<file path="src/rtl/prbs_gen_mw.sv">
// prbs_gen_mw: multi-width, multi-polynomial PRBS word source for the link BER test path.
// Latency: one clk from bit_tick to valid; the reference buffer is written in the same cycle as valid.
// Backpressure: none. Each bit_tick in RUN yields exactly one word; ticks outside RUN are ignored.
//
// Ports:
//   clk, rst_n                   clock, asynchronous active-low reset
//   start / stop                 1-clk pulses. start latches the config and reseeds. stop aborts the run.
//   bit_tick                     1-clk pulse that requests one DATA_W-bit word
//   prbs_sel, burst_len, invert  run configuration, latched on start
//   err_inj                      1-clk pulse that flips the LSB of the next output word
//   prbs_data, valid, done       output word, its strobe, and end-of-finite-run marker
//   busy, word_cnt               run status and words emitted since start
//   ref_we, ref_waddr, ref_wdata clean-word writes into the RX reference buffer
module prbs_gen_mw #(
  parameter int DATA_W = 8,
  parameter int CNT_W  = 32,
  parameter int REF_N  = 1024,
  parameter int REF_AW = $clog2(REF_N)
) (
  input  logic              clk,
  input  logic              rst_n,
  input  logic              start,
  input  logic              stop,
  input  logic              bit_tick,
  input  logic [2:0]        prbs_sel,
  input  logic [CNT_W-1:0]  burst_len,
  input  logic              invert,
  input  logic              err_inj,
  output logic [DATA_W-1:0] prbs_data,
  output logic              valid,
  output logic              done,
  output logic              busy,
  output logic [CNT_W-1:0]  word_cnt,
  output logic              ref_we,
  output logic [REF_AW-1:0] ref_waddr,
  output logic [DATA_W-1:0] ref_wdata
);

  localparam logic [0:0] S_IDLE = 1'b0;
  localparam logic [0:0] S_RUN  = 1'b1;

  logic [0:0]       state_q;
  logic [2:0]       sel_q;
  logic [CNT_W-1:0] len_q;
  logic             inv_q;
  logic [30:0]      lfsr_q;
  logic             err_arm_q;
  logic             ref_full_q;

  // Polynomial selection. The LFSR register is always 31 bits wide and a
  // mask keeps only the low N bits, so shorter polynomials share the storage.
  logic [4:0]  n_m1;
  logic [4:0]  t_m1;
  logic [30:0] mask;

  always_comb begin
    n_m1 = 5'd30;
    t_m1 = 5'd27;
    mask = 31'h7FFF_FFFF;
    case (sel_q)
      3'd0: begin n_m1 = 5'd6;  t_m1 = 5'd5;  mask = 31'h0000_007F; end
      3'd1: begin n_m1 = 5'd8;  t_m1 = 5'd4;  mask = 31'h0000_01FF; end
      3'd2: begin n_m1 = 5'd14; t_m1 = 5'd13; mask = 31'h0000_7FFF; end
      3'd3: begin n_m1 = 5'd22; t_m1 = 5'd17; mask = 31'h007F_FFFF; end
      default: ;
    endcase
  end

  // Unrolled DATA_W steps. The first bit shifted out lands in the MSB of the word.
  logic [30:0]       lfsr_nx;
  logic [DATA_W-1:0] clean_word;

  always_comb begin
    lfsr_nx    = lfsr_q;
    clean_word = '0;
    for (int k = 0; k < DATA_W; k++) begin
      clean_word[DATA_W-1-k] = lfsr_nx[n_m1];
      lfsr_nx = ((lfsr_nx << 1) | {30'd0, lfsr_nx[n_m1] ^ lfsr_nx[t_m1]}) & mask;
    end
  end

  logic [DATA_W-1:0] ref_word;
  logic [DATA_W-1:0] err_mask;
  logic              last_word;
  logic              run;

  assign run       = (state_q == S_RUN);
  assign ref_word  = clean_word ^ {DATA_W{inv_q}};
  // An err_inj that arrives together with a tick applies to that same word.
  assign err_mask  = DATA_W'(err_arm_q | err_inj);
  assign last_word = (len_q != '0) && (word_cnt == len_q - CNT_W'(1));
  assign busy      = run;

  always_ff @(posedge clk or negedge rst_n) begin
    if (!rst_n) begin
      state_q    <= S_IDLE;
      sel_q      <= '0;
      len_q      <= '0;
      inv_q      <= 1'b0;
      lfsr_q     <= '1;
      err_arm_q  <= 1'b0;
      ref_full_q <= 1'b0;
      prbs_data  <= '0;
      valid      <= 1'b0;
      done       <= 1'b0;
      word_cnt   <= '0;
      ref_we     <= 1'b0;
      ref_waddr  <= '0;
      ref_wdata  <= '0;
    end else begin
      valid  <= 1'b0;
      done   <= 1'b0;
      ref_we <= 1'b0;
      if (start) begin
        // start takes priority over stop and tick, and it also restarts a run in progress.
        state_q    <= S_RUN;
        sel_q      <= prbs_sel;
        len_q      <= burst_len;
        inv_q      <= invert;
        lfsr_q     <= '1;
        word_cnt   <= '0;
        ref_full_q <= 1'b0;
        err_arm_q  <= 1'b0;
      end else if (run && stop) begin
        state_q   <= S_IDLE;
        err_arm_q <= 1'b0;
      end else if (run && bit_tick) begin
        lfsr_q    <= lfsr_nx;
        prbs_data <= ref_word ^ err_mask;
        valid     <= 1'b1;
        ref_we    <= !ref_full_q;
        ref_waddr <= word_cnt[REF_AW-1:0];
        ref_wdata <= ref_word;
        word_cnt  <= word_cnt + CNT_W'(1);
        err_arm_q <= 1'b0;
        // Once set, ref_full stays latched so that a word_cnt wrap cannot overwrite the buffer.
        if (word_cnt == CNT_W'(REF_N - 1))
          ref_full_q <= 1'b1;
        if (last_word) begin
          done    <= 1'b1;
          state_q <= S_IDLE;
        end
      end else if (run && err_inj) begin
        err_arm_q <= 1'b1;
      end
    end
  end

endmodule

</file>
<file path="config.mk">
export PLATFORM = sky130hd
export DESIGN_NAME = prbs_gen_mw
export DESIGN_NICKNAME = d
export VERILOG_FILES = /design/src/rtl/prbs_gen_mw.sv
export SDC_FILE = /design/constraint.sdc
export NUM_CORES = 1
export LEC_CHECK = 0
export CAP_MARGIN = 20
export CELL_PAD_IN_SITES_DETAIL_PLACEMENT = 1
export CELL_PAD_IN_SITES_GLOBAL_PLACEMENT = 1
export CORE_UTILIZATION = 39
export CTS_BUF_LIST = sky130_fd_sc_hd__clkbuf_8
export CTS_CLUSTER_DIAMETER = 80
export DETAILED_ROUTE_END_ITERATION = 6
export PLACE_DENSITY_LB_ADDON = 0.25
export REMOVE_ABC_BUFFERS = 1
export SYNTH_ARGS = -nofsm -noshare
export SYNTH_HDL_FRONTEND = slang
export SYNTH_SLANG_ARGS = --single-unit
</file>
<file path="constraint.sdc">
create_clock -name clk -period 4.1 [get_ports clk]
set_input_delay 0.82 -clock clk [delete_from_list [all_inputs] [get_ports clk]]
set_output_delay 0.82 -clock clk [all_outputs]
set_load 0.1 [all_outputs]
</file>
# Word-level counts from Yosys, hierarchy flattened
# Index checks and enable logic that the tools add are counted.
dict set report totals {
  output_inout_bits 62
  register_bits 131
  input_bits 42
}
dict set report classes {
  eq_ne 6
  n_reduce_logical 16
  bitwise 29
  addsub 2
  n_lt_le_gt_ge 2
  muxes 63
}
# operator count
set op_table {}
lappend op_table {{bitwise AND 31 bit} 8}
lappend op_table {{OR 31 x 1 -> 31 bit} 8}
lappend op_table {{case mux 31 bit (4 select lines)} 1}
lappend op_table {{two-way mux 32 bit} 3}
lappend op_table {{two-way mux 31 bit} 3}
lappend op_table {{binary-select mux 1 bit (select 5 bit)} 16}
lappend op_table {{case mux 5 bit (4 select lines)} 2}
lappend op_table {{two-way mux 1 bit} 38}
lappend op_table {{adder 32 x 1 -> 32 bit, second input constant} 1}
lappend op_table {{equality test 32 x 10 -> 1 bit, second input constant} 1}
lappend op_table {{equality test 32 bit} 1}
lappend op_table {{nonzero test 32 bit} 1}
lappend op_table {{subtractor 32 x 1 -> 32 bit, second input constant} 1}
lappend op_table {{less-than comparator 5 x 6 -> 1 bit, second input constant} 2}
lappend op_table {{bitwise XOR 1 bit} 8}
lappend op_table {{bitwise XOR 8 x 1 -> 8 bit} 1}
lappend op_table {{bitwise XOR 8 bit} 1}
lappend op_table {{equality test 3 x 2 -> 1 bit, second input constant} 2}
lappend op_table {{AND reduction 3 bit} 2}
lappend op_table {{nonzero test 3 bit} 2}
lappend op_table {{logical AND 1 bit} 4}
lappend op_table {{AND reduction 2 bit} 2}
lappend op_table {{nonzero test 2 bit} 2}
lappend op_table {{nonzero test 4 bit} 1}
lappend op_table {{6 further kinds} 7}

# Longest topological paths before layout
dict set report logic_depth {
  word_depth 45
  depth_mapped 10
  depth_no_buf 9
}

# Worst setup path before layout
# No wires, ideal clock.
dict set report synth_path {
  kind {register to register}
  from {register word_cnt[2]}
  to {register word_cnt[31]}
  arrival_ns 3.021
  path_buffers 1
  path_stages_with_launch 9
  slack_ns 1.005
  t_required_ns 4.026
  path_cell_list {dfrtp_1 -> clkbuf_1 -> nand4_1 -> nor4_1 -> nand3_1 -> nor3_1 -> nand4_1 -> xor2_1 -> nor2_1}
}
dict set report synth_between {
  elab_chain_cells 4
}
# element line_no
set synth_lines {}
lappend synth_lines {{start, declared} 33} ;# output logic [CNT_W-1:0] word_cnt,
lappend synth_lines {{start signal, assigned} 134} ;# word_cnt <= word_cnt + CNT_W'(1);
lappend synth_lines {{adder 32 x 1 -> 32 bit} 134}
lappend synth_lines {{two-way mux 32 bit} 127} ;# end else if (run && bit_tick) begin
lappend synth_lines {{two-way mux 32 bit} 124} ;# end else if (run && stop) begin
lappend synth_lines {{two-way mux 32 bit} 114} ;# if (start) begin
# Every way passes these cells. The select of a mux whose other input is x is not followed.
# A chain may end at the register's enable or synchronous reset.

# Worst setup path after layout
dict set report layout_path {
  from {input port stop}
  to {register word_cnt[27]}
}
dict set report layout_between {
  elab_chain_cells 3
}
# element line_no
set layout_lines {}
lappend layout_lines {{start, declared} 23} ;# input logic stop,
lappend layout_lines {{logical AND 1 bit} 124}
lappend layout_lines {{inequality test 2 bit (no source line)} n/a}
lappend layout_lines {{AND reduction 2 bit (no source line)} n/a}
# Every way passes these cells.

==> results.yml <==
layout:
  final_cell_mix: "clkdlybuf4s50_1 (101), dfrtp_1 (93), nand2_1 (71)"
  final_nets: 854
  fin_cells: 1052
  final_cell_area_um2: 8790
  syn_to_final_growth_pct: 21.8
  final_common_cell: "clkdlybuf4s50_1"
  drive_gt1_share_pct: 15.6
  diodes: 0
power:
  seqPwrFrac_pct: 41.2
  p_clk_share_pct: 32.7
  p_int_mw: 2.28
  leakage_nw: 3.44
  p_sw_mw: 1.25
  totalPowerFinal_mw: 3.52
  power_frac_comb_pct: 26.0
  powerDensity_nw_per_um2: 400
  vdd_ir_drop_max_uv: 346
  switching_share_pct: 35.4
clock_network:
  post_cts_buffers: 0
  post_cts_resized: 0
  root_buffer: "clkbuf_8"
  clock-sinks: 124
  cts_tree: "done"
  path_clk_slew_ns: 0.08
  cts_buffers: 17
  htreeDepth: 4
  cts-hold-fix-buffers: 0
  clk_latency_ns: 0.44
  cts_buffer_depth: 2
worst_setup_path:
  cp-end-kind: "register"
  r2r_start: "len_q[2]$_DFFE_PN0P_"
  endpoint: "word_cnt[27]$_DFFE_PN0P_"
  critPathLaunch: "stop"
  cp.required_ns: 4.40
  r2r_cells: 7
  reg2reg_to: "done$_DFF_PN0_"
  critPathMaxFanout: 7
  cp.arrival_ns: 3.62
  start_kind: "primary input"
  critPathKind: "in -> reg"
  worst-r2r-setup-slack_ns: 0.89
sta:
  fin_skew_ns: 0.0136
  worst_pin_slew_ns: 1.03
  layout_worst_path_cycle_share_pct: 81.0
  rsz0062_at_grt: "no"
  finalSetupViolCount: 0
  tns_ns: 0
  period_needed_ns: 3.32
  finalHoldViolCount: 0
  clock.fmax_mhz: 301
  slew_viol_final: 0
  slew_headroom_pct: 31.4
global_routing:
  grt-ovfl-total: 0
  grt_pass1_wl_mm: 35.3
  grt_max_degree: 69
  antenna_found_initial: 0
  first_global_vias: 6510
  grt_usage_pct: 23.4
synthesis:
  syn_inst: 734
  synth_area_um2: 7220
  synth_top_area_share_pct: 32.2
  yosys_warnings: 0
  yosysTopAreaCell: "dfrtp_1"
  async_flop_share_pct: 100
  yosysUniqueCellTypes: 60
  ys_ff_latch: 124
  synth.avg_cell_area_um2: 9.84
  synth_seq_area_share_pct: 43.5
  synth-main-ff-cell: "dfrtp_1"
  synth.area.top_cells: "dfrtp_1 (32%), dfstp_2 (11%), xnor2_1 (5.3%), mux2_2 (5.1%), xor2_1 (4.9%)"
  synth-edff-count: 0
floorplan:
  io_pins: 104
  die_area_um2: 19100
  rows: 49
  initial_utilization_pct: 39.9
  die_height_um: 138
  die_w_um: 138
  core-area_um2: 18100
routing:
  wl_per_cell_um: 20.2
  dr_total_vias: 6069
  drt_iter0_drc: 325
  antenna_left: 0
  routed_via_density: 5.77
  first_pass_iters: 6
  postRouteWirelength_mm: 21.3
  drcViolationCount: 10
place:
  dpl.cell_count: 1020
  gp_congestion: 0.843
  portBuffers: 103
  place_hpwl_mm: 15.3
  placed_area_um2: 8380
run_status:
  status: "finished with violations"
  violations: "DRC"
min_path:
  hp-class: "in -> async"
job:
  max_cap_viol_count: 0
==> area by class of cell <==
| cell class | count | area [um^2] |
|---|---|---|
| multi-input combinational | 539 | 3780 |
| fill | 1987 | 9290 |
| inverter | 16 | 60.1 |
| sequential | 124 | 3140 |
| clock buffer | 17 | 234 |
| clock inverter | 15 | 183 |
| tap | 229 | 287 |
| timing repair buffer | 112 | 1110 |
==> cells in the mapped netlist (all sizes together), types with 6 or more instances <==
master,instances
mux2i,16
or4,10
xnor2,44
a31oi,8
nand2b,6
mux4,11
clkbuf,39
nor3,25
nor4,20
buf,16
xor2,40
dfrtp,93
o21ai,34
nor2,63
a211o,17
mux2,34
nand3,18
a21oi,21
or3,12
and3,16
nand2,71
a211oi,9
nand4,10
inv,16
dfstp,31
a221o,8
==> stage by stage <==
step	hold slack [ns]	setup WS (ns)	utilization [%]
finish	0.443	0.780	48.6
detailed placement	0.451	0.289	46.3
global placement	0.442	0.508	46.3
global route	0.461	0.601	48.6
CTS	0.440	0.775	48.6
floorplan	0.404	0.184	-
==> layer usage <==
metal,up-vias,share of wire (%),GRT usage [%]
met3,40,3.8,4.75
met2,144,51,40.6
met1,3104,43,28.6
met4,0,2.3,9.28
met5,-,0,0
li1,2781,-,-
==> logic make-up (layout without fill, tap and decap cells) <==
kind of cell / Yosys count / in the layout / synth area share (%)
compound gates: 117 / 117 / 11.2
xor+xnor: 84 / 84 / 10.2
fa+ha+maj: 2 / 2 / 0.346
buf+inv: 71 / 160 / 4.12
flops: 124 / 124 / 43.5
mux: 61 / 61 / 10.9
simple gates: 275 / 275 / 19.7
==> worst max-delay path: stages <==
cell,delay (ns)
clkdlybuf4s50_1,0.45
nand3b_1,0.36
nor4_1,0.71
nand3_1,0.39
nor3_1,0.49
nand3_1,0.16
xor2_1,0.18
nor2_1,0.06
==> flip-flops by register name, indices dropped and copies added, names as in the netlist, 3 cells and up <==
name and cells:
len_q 32, word_cnt 32, lfsr_q 31, ref_waddr 10
prbs_data 8, sel_q 3
==> power by group through the flow <==
stage,combinational (mW),sequential [mW],clock [mW]
2_1_floorplan,0.292,1.79,0
3_3_place_gp,0.901,1.46,0
3_5_place_dp,0.920,1.47,0
4_1_cts,0.923,1.45,1.18
5_1_grt,0.971,1.47,1.24
6_report,0.917,1.45,1.15
==> worst min path at each step <==
stage                     cells past startpoint                     to  slack, ns
after floorplan                               1       ref_we$_DFF_PN0_       0.40
after global placement                        1       ref_we$_DFF_PN0_       0.44
after detailed placement                      1       ref_we$_DFF_PN0_       0.45
after CTS                                     1  len_q[28]$_DFFE_PN0P_       0.44
after global routing                          1       ref_we$_DFF_PN0_       0.46
final                                         1  len_q[28]$_DFFE_PN0P_       0.44
Power figures use the tool's default switching activity.
